[config.mk]
export PLATFORM = sky130hd
export DESIGN_NAME = mat_job_ctrl
export DESIGN_NICKNAME = d
export VERILOG_FILES = /design/src/rtl/mat_job_ctrl.sv
export SDC_FILE = /design/constraint.sdc
export NUM_CORES = 1
export LEC_CHECK = 0
export BUFFER_PORTS_ARGS = -buffer_cell sky130_fd_sc_hd__buf_2
export CELL_PAD_IN_SITES_DETAIL_PLACEMENT = 1
export CELL_PAD_IN_SITES_GLOBAL_PLACEMENT = 1
export CORE_UTILIZATION = 25
export CTS_BUF_LIST = sky130_fd_sc_hd__clkbuf_4
export DETAILED_ROUTE_END_ITERATION = 10
export HOLD_SLACK_MARGIN = 0.12
export PLACE_DENSITY_LB_ADDON = 0.08
export SLEW_MARGIN = 0
export SYNTH_ARGS = -nofsm -noshare
export SYNTH_HDL_FRONTEND = slang
export SYNTH_SLANG_ARGS = --single-unit
[constraint.sdc]
create_clock -name clk -period 3.37 [get_ports clk]
set_input_delay 0.1685 -clock clk [delete_from_list [all_inputs] [get_ports clk]]
set_output_delay 0.1685 -clock clk [all_outputs]
set_load 0.01 [all_outputs]
[src/rtl/mat_job_ctrl.sv]
// Matrix-multiply job controller: parses A/B operand packets from a UART byte stream and returns the product bytes.
// Optional build macro CHECKSUM_EN adds a trailing checksum byte that must match the packet sum.
module mat_job_ctrl #(
    parameter int unsigned N      = 2,
    parameter logic [7:0]  OPCODE = 8'hFF,
    parameter int unsigned LAT    = 1
) (
    input  logic               clk,
    input  logic               rst_n,
    input  logic [7:0]         rx_byte,
    input  logic               rx_valid,
    output logic [7:0]         tx_byte,
    output logic               tx_send,
    input  logic               tx_busy,
    output logic [8*N*N-1:0]   mat_a,
    output logic [8*N*N-1:0]   mat_b,
    input  logic [8*N*N-1:0]   mat_c,
    output logic               job_done,
    output logic               err
);

    localparam int unsigned NN = N * N;
    localparam int unsigned IW = $clog2(NN);
    localparam int unsigned CW = $clog2(NN + 1);
    localparam int unsigned WW = (LAT > 1) ? $clog2(LAT) : 1;

    typedef enum logic [2:0] {
        IDLE,
        SEL,
        JOB,
        DATA,
        CSUM,
        WAIT,
        SEND
    } state_t;

    state_t               state;
    state_t               state_next;
    logic                 job_open;
    logic [7:0]           job_id;
    logic                 sel_b;
    logic [CW-1:0]        cnt;
    logic [WW-1:0]        wait_cnt;
    logic [NN-1:0][7:0]   shadow;
    logic [NN-1:0][7:0]   shadow_upd;
    logic [NN-1:0][7:0]   a_q;
    logic [NN-1:0][7:0]   b_q;
    logic [NN-1:0][7:0]   c_buf;
    logic [7:0]           tx_byte_q;
    logic                 tx_send_q;
    logic                 job_done_q;
    logic                 err_q;
`ifdef CHECKSUM_EN
    logic [7:0]           sum;
`endif

    logic                 err_nxt;
    logic                 done_nxt;
    logic                 send_nxt;
    logic [7:0]           byte_nxt;
    logic                 open_job;
    logic                 close_job;
    logic                 commit;
    logic                 store_elem;
    logic                 latch_c;

    assign tx_byte  = tx_byte_q;
    assign tx_send  = tx_send_q;
    assign job_done = job_done_q;
    assign err      = err_q;
    assign mat_a    = a_q;
    assign mat_b    = b_q;

    // Next-state and per-cycle control strobes
    always_comb begin
        state_next = state;
        err_nxt    = 1'b0;
        done_nxt   = 1'b0;
        send_nxt   = 1'b0;
        byte_nxt   = tx_byte_q;
        open_job   = 1'b0;
        close_job  = 1'b0;
        commit     = 1'b0;
        store_elem = 1'b0;
        latch_c    = 1'b0;
        unique case (state)
            IDLE: begin
                if (rx_valid && rx_byte == OPCODE) state_next = SEL;
            end
            SEL: begin
                if (rx_valid) begin
                    if (rx_byte == {7'd0, job_open}) begin
                        state_next = JOB;
                    end else begin
                        err_nxt    = 1'b1;
                        close_job  = 1'b1;
                        state_next = IDLE;
                    end
                end
            end
            JOB: begin
                if (rx_valid) begin
                    if (!sel_b) begin
                        open_job   = 1'b1;
                        state_next = DATA;
                    end else if (rx_byte == job_id) begin
                        state_next = DATA;
                    end else begin
                        err_nxt    = 1'b1;
                        close_job  = 1'b1;
                        state_next = IDLE;
                    end
                end
            end
            DATA: begin
                if (rx_valid) begin
                    store_elem = 1'b1;
                    if (cnt == CW'(NN - 1)) begin
`ifdef CHECKSUM_EN
                        state_next = CSUM;
`else
                        commit     = 1'b1;
                        state_next = sel_b ? WAIT : IDLE;
`endif
                    end
                end
            end
            CSUM: begin
`ifdef CHECKSUM_EN
                if (rx_valid) begin
                    if (rx_byte == sum) begin
                        commit     = 1'b1;
                        state_next = sel_b ? WAIT : IDLE;
                    end else begin
                        err_nxt    = 1'b1;
                        close_job  = 1'b1;
                        state_next = IDLE;
                    end
                end
`else
                state_next = IDLE;
`endif
            end
            WAIT: begin
                if (wait_cnt == WW'(LAT - 1)) begin
                    latch_c    = 1'b1;
                    state_next = SEND;
                end
            end
            SEND: begin
                // Leave a gap cycle after every request so the transmitter can raise busy
                if (!tx_busy && !tx_send_q) begin
                    send_nxt = 1'b1;
                    byte_nxt = (cnt == '0) ? job_id : c_buf[IW'(cnt - CW'(1))];
                    if (cnt == CW'(NN)) begin
                        done_nxt   = 1'b1;
                        close_job  = 1'b1;
                        state_next = IDLE;
                    end
                end
            end
            default: state_next = IDLE;
        endcase
    end

    // Shadow buffer with the current element merged in, so the last element can commit directly
    always_comb begin
        shadow_upd = shadow;
        if (store_elem) shadow_upd[IW'(cnt)] = rx_byte;
    end

    always_ff @(posedge clk or negedge rst_n) begin
        if (!rst_n) begin
            state      <= IDLE;
            job_open   <= 1'b0;
            job_id     <= '0;
            sel_b      <= 1'b0;
            cnt        <= '0;
            wait_cnt   <= '0;
            shadow     <= '0;
            a_q        <= '0;
            b_q        <= '0;
            c_buf      <= '0;
            tx_byte_q  <= '0;
            tx_send_q  <= 1'b0;
            job_done_q <= 1'b0;
            err_q      <= 1'b0;
        end else begin
            state      <= state_next;
            tx_byte_q  <= byte_nxt;
            tx_send_q  <= send_nxt;
            job_done_q <= done_nxt;
            err_q      <= err_nxt;
            shadow     <= shadow_upd;

            if (open_job) begin
                job_open <= 1'b1;
                job_id   <= rx_byte;
            end
            if (close_job) job_open <= 1'b0;

            if (state == SEL && rx_valid) sel_b <= rx_byte[0];

            if (commit) begin
                if (sel_b) b_q <= shadow_upd;
                else       a_q <= shadow_upd;
            end

            if (latch_c) c_buf <= mat_c;

            if (state_next == IDLE || latch_c) cnt <= '0;
            else if (store_elem || send_nxt)   cnt <= cnt + CW'(1);

            if (state == WAIT) wait_cnt <= wait_cnt + WW'(1);
            else               wait_cnt <= '0;
        end
    end

`ifdef CHECKSUM_EN
    // Running sum of matsel, job ID and elements
    always_ff @(posedge clk or negedge rst_n) begin
        if (!rst_n) begin
            sum <= '0;
        end else if (rx_valid) begin
            if (state == SEL)                        sum <= rx_byte;
            else if (state == JOB || state == DATA)  sum <= sum + rx_byte;
        end
    end
`endif

endmodule

**After elaboration in Yosys (flattened, before gate mapping)**

Index checks and enable logic that the tools add are counted.

- $add $sub $neg: 3
- $mul: 0
- Div/mod/pow operators: 0
- Magnitude comparators: 3
- Eq/ne operators: 10
- Shifts and indexed selects: 0
- Muxes and demuxes: 47
- Bitwise logic cells: 1
- Reductions and logical operators: 16

Operator list:

| cell | count |
|---|---|
| $mux W3 | 11 |
| $bwmux W32 | 1 |
| $mux W32 | 1 |
| $mux W8 | 3 |
| $mux W1 | 23 |
| $pmux W3 S6 | 1 |
| $bmux W8 S2 | 1 |
| $demux W8 S2 | 1 |
| $eq A3 B2 Y1 const B | 3 |
| $eq A3 B3 Y1 const B | 3 |
| $logic_not A3 Y1 | 3 |
| $eq A8 B1 Y1 | 1 |
| $eq A8 B8 Y1 | 1 |
| $eq A8 B8 Y1 const B | 1 |
| $lt A2 B3 Y1 const B | 2 |
| $mux W2 | 3 |
| $reduce_and A2 Y1 | 3 |
| $logic_and A1 B1 Y1 | 4 |
| $reduce_bool A2 Y1 | 2 |
| $add A3 B1 Y3 const B | 1 |
| $eq A3 B1 Y1 const B | 1 |
| $pmux W1 S3 | 1 |
| $ge A2 B1 Y1 const B | 1 |
| $logic_not A1 Y1 | 2 |
| 5 further kinds | 6 |

- Bits in registers: 156
- Latch bits: 0
- Bits in writable memories: 0
- ROM bits: 0
- Bits of input ports: 44
- Output and inout bits: 75
- Word-level logic and storage cells: 106
- Memories: 0

**Longest topological paths before layout**

- Word-level depth: 8
- Depth in mapped cells: 8
- Depth with buffers taken out: 7

**Worst setup path before layout**

OpenSTA, ideal clock, no wires.

- Path type: register to register
- Start: reg cnt[0]
- End: reg tx_byte_q[6] (netlist: tx_byte[6])
- Setup time: 0.136 ns
- Arrival: 1.821 ns
- Setup slack: 1.412 ns
- Stages on the path, launching flop included: 8
- Buffers on the path: 2
- Period minus slack after synthesis: 1.958 ns
- Cell sequence: dfrtp_1 buf_2 inv_1 ha_1 clkbuf_1 mux4_2 mux2i_1 o21ai_0

- Longest elaborated chain between the ends: 4
- Elaborated cells on any way between the ends: 5

RTL lines:

| what | line | source |
|---|---|---|
| start: declaration | 42 | `logic [CW-1:0] cnt;` |
| start signal: assignment | 212 | `else if (store_elem \|\| send_nxt) cnt <= cnt + CW'(1);` |
| $sub A2 B1 Y2 | 154 | `byte_nxt = (cnt == '0) ? job_id : c_buf[IW'(cnt - CW'(1))];` |
| $bmux W8 S2 | 154 |  |
| $mux W8 (not written as such) | 154 |  |
| $mux W8 * | 154 |  |
| end signal: assignment | 190 | `tx_byte_q <= byte_nxt;` |
| end: declaration | 49 | `logic [7:0] tx_byte_q;` |

Mark *: on every way between the ends. The rest lies on a longest branch, timed or not. The select of a mux whose other input is x is not followed.
A chain may end at the register's enable or synchronous reset.

**Worst setup path in the final report**

- Start: reg state[2]
- End: reg b_q, in the netlist mat_b[28]

- Longest elaborated chain between the ends: 3
- Elaborated cells on any way between the ends: 5

RTL lines:

| what | line | source |
|---|---|---|
| start: declaration | 37 | `state_t state;` |
| start signal: assignment | 189 | `state <= state_next;` |
| $eq A3 B2 Y1 * | 86 | `unique case (state)` |
| $mux W1 | 86 |  |
| $mux W32 / $reduce_and A2 Y1 (equally long branches) | - |  |
| end signal: assignment | 205 | `if (sel_b) b_q <= shadow_upd;` |
| end: declaration | 47 | `logic [NN-1:0][7:0] b_q;` |

Mark *: on every way between the ends. The rest lies on a longest branch, timed or not.

==> summary.md <==
| Metric | Value |
|---|---|
| Synthesized instance count | 527 |
| Place WS | 1.197 ns |
| DR iter-0 viols | 185 |
| PD cells | 458.9 nW/um^2 |
| EDFF count, synth | 0 |
| Wire length per cell | 16.93 um |
| Core Area | 25110 sq um |
| FF-to-FF path depth | 5 |
| Total grt overflow | 0 |
| Post-synthesis cell type count | 40 |
| Largest net degree at the start of global routing | 89 |
| Die Y | 161.8 um |
| Max FO, Critical Path | 46 |
| Most frequent cells in the layout | dfrtp_1 (156), buf_2 (117), nand2_1 (49), dlygate4sd3_1 (43), mux2i_1 (41) |
| Post-synthesis mux area share | 16.65% |
| Top cell type's share of synthesized area | 61.13% |
| Via count | 4432 |
| Final hold vios | 0 |
| # IOs | 119 |
| Area leader, netlist | dfrtp_1 |
| Initial Utilization | 25.43% |
| Fin crit share | 64.33% |
| Seq/Total Area, Yosys | 61.13% |
| Worst min path class | input port to async pin |
| Reg2reg start | state[2]$_DFF_PN0_ |
| Hpwl dp | 11700 um |
| Clk pin slew, worst setup/hold paths | 0.16 ns |
| Synth Flop Type | dfrtp_1 |
| First-pass DRT Iterations | 4 |
| Root Driver | clkbuf_4 |
| Critical R2R Capture | mat_b[28]$_DFFE_PN0P_ |
| Finish-stage setup viols | 0 |
| Max Cap Violations | 0 |
| Adder-cell share of the synthesized area | 0.9796% |
| Slew HR | 32.32% |
| CP startpoint | state[2]$_DFF_PN0_ |
| Type of origin of the critical path | flip-flop |
| Area delta synth->final | 25.22% |
| Vias in the first global route | 4915 |
| Clock Sinks | 156 |
| CTS tree | built |
| Area share of xor/xnor cells in the synthesized design | 1.371% |
| Post-Route WL | 17380 um |
| Inserted Clock Buffers | 17 |
| Worst Setup EP | mat_b[28]$_DFFE_PN0P_ |
| Kind of end point of the critical path | flip-flop |
| CP Class | flip-flop to flip-flop |
| Postcts setup bufs | 0 |
| CTS max path bufs | 2 |
| Largest family of logic cells by synthesized area | multiplexers |
| Number of H-tree levels | 4 |
| Req. time, crit path | 3.83 ns |
| Asr flop ratio synth | 100.0% |
| Count of pins over their slew limit | 0 |
| Final setup margin | 1.202 ns |
| VDD IR-drop max | 0.0001580 V |
| Synthesized flop and latch total | 156 |
| Syn nets | 576 |
| Critical Path AT | 2.63 ns |
| Rows | 58 |
| Vias per cell | 4.320 |
| Clk_skew | 0.03352 ns |
| Fin Setup TNS | 0 ns |
| FF-to-FF setup slack | 1.20 ns |
| Leakage | 4.334 nW |
| GRT Total Usage | 14.26% |
| Post-route DRC | 0 |
| Proportion of layout cells with a drive suffix above 1 | 29.78% |
| Nets@finish | 732 |
| Final Wtd Congestion | 0.7374 |
| Pwr Total | 3.670 mW |
| Ranking of synthesized cells by area | dfrtp_1 (61%), mux2_2 (6.9%), mux2i_1 (6.4%) |
| Initial antenna violation count | 1 |
| Final Critical Period | 2.168 ns |
| Synthesized cell area | 6386 sq um |
| First-pass GRT wire length | 28000 um |
| Commonest non-fill, non-tap cell in the layout | dfrtp_1 |
| Die ar. | 26190 sq um |
| Final core area utilization | 31.85% |
| Port buffer count | 118 |
| FMAX | 0.4613 GHz |
| Worst-skew pair later-pin latency | 0.56 ns |
| Status | finished, final reports clean |
| Worst Tran Pin Value | 1.013 ns |
| RSZ-0062 raised after global routing | false |
| Synth Area in Compound Gates | 7.288% |
| Total number of yosys warnings | 0 |
| Number of nets with antenna violations after routing | 0 |
| Die width | 161.8 um |
| Simple-gate share of the synthesized area | 8.013% |
| Mapped Avg Cell Area | 12.12 sq um |
worst max-delay path: stages, from the launching register on:
cell     delay, ns
dfrtp_1       0.53
and4b_1       0.45
and3_4        0.40
buf_4         0.49
nor2_1        0.09
a21oi_1       0.13
cell usage after synthesis, drive strengths merged (5+ instances only):
library cell,instances
dfrtp,156
nand2,49
mux2,42
mux2i,41
o21ai,40
inv,38
nor2,38
a21oi,34
buf,18
clkbuf,11
mux4,8
xor2,8
ha,5
nor3,5
area by class of cell:
type                            count  area, sq um
Inverter                           38        142.6
Tap cell                          330        412.9
Multi-Input combinational cell    304         2196
Clock buffer                       17        127.6
Sequential cell                   156         3904
Clock inverter                     14        133.9
Antenna cell                        1        2.502
Timing Repair Buffer              166         1077
Fill cell                        2850        17110
flip-flops by register name, indices dropped and copies added (netlist names):
register  count
tx_send       1
job_done      1
state         3
c_buf        32
wait_cnt      1
job_id        8
sel_b         1
err           1
mat_a        32
tx_byte       8
job_open      1
cnt           3
mat_b        32
shadow       32
routing by layer:
metal	track usage, %	routed length [um]	up-vias
met3	3.805	767	9
met4	4.160	172	0
met5	0	0	-
met1	17.83	7904	2249
met2	24.05	8530	88
li1	-	-	2086
worst min-delay path by stage:
stage / start / end / slack [ns] / cells after the start
2_1_floorplan: rst_n / c_buf[0]$_DFFE_PN0P_ / -0.13 / 0
3_3_place_gp: rst_n / mat_a[20]$_DFFE_PN0P_ / 0.31 / 1
3_5_place_dp: rst_n / mat_a[20]$_DFFE_PN0P_ / 0.31 / 1
4_1_cts: rst_n / mat_a[20]$_DFFE_PN0P_ / 0.23 / 2
5_1_grt: rst_n / mat_a[20]$_DFFE_PN0P_ / 0.28 / 2
6_report: rst_n / mat_b[16]$_DFFE_PN0P_ / 0.25 / 2
cell families after synthesis:
kind of cell | after synthesis
AO/OA/AOI/OAI | 85
XOR/XNOR | 10
adder cells (fa/ha/maj) | 5
buffers and inverters | 67
flip-flops | 156
multiplexers | 91
AND/OR/NAND/NOR | 113
power breakdown:
| part | switching [mW] | internal [mW] |
|---|---|---|
| Sequential | 0.0976 | 2.02 |
| Combinational | 0.231 | 0.196 |
| Clock | 0.744 | 0.377 |
per-stage QoR:
step           cells  area (sq um)  hold WS [ns]
3_3_place_gp     951          7302        0.3095
5_1_grt         1026          7996        0.2759
6_report        1026          7996        0.2510
3_5_place_dp     951          7302        0.3148
2_1_floorplan    527          6386       -0.1271
4_1_cts         1025          7994        0.2328
repair_timing:
item / CTS / global route
hold endpoints to repair: 143 / 0
hold buffers: 43 / 0
gates resized for setup: 0 / 0
Note: power is estimated with default switching activity, not from simulation.
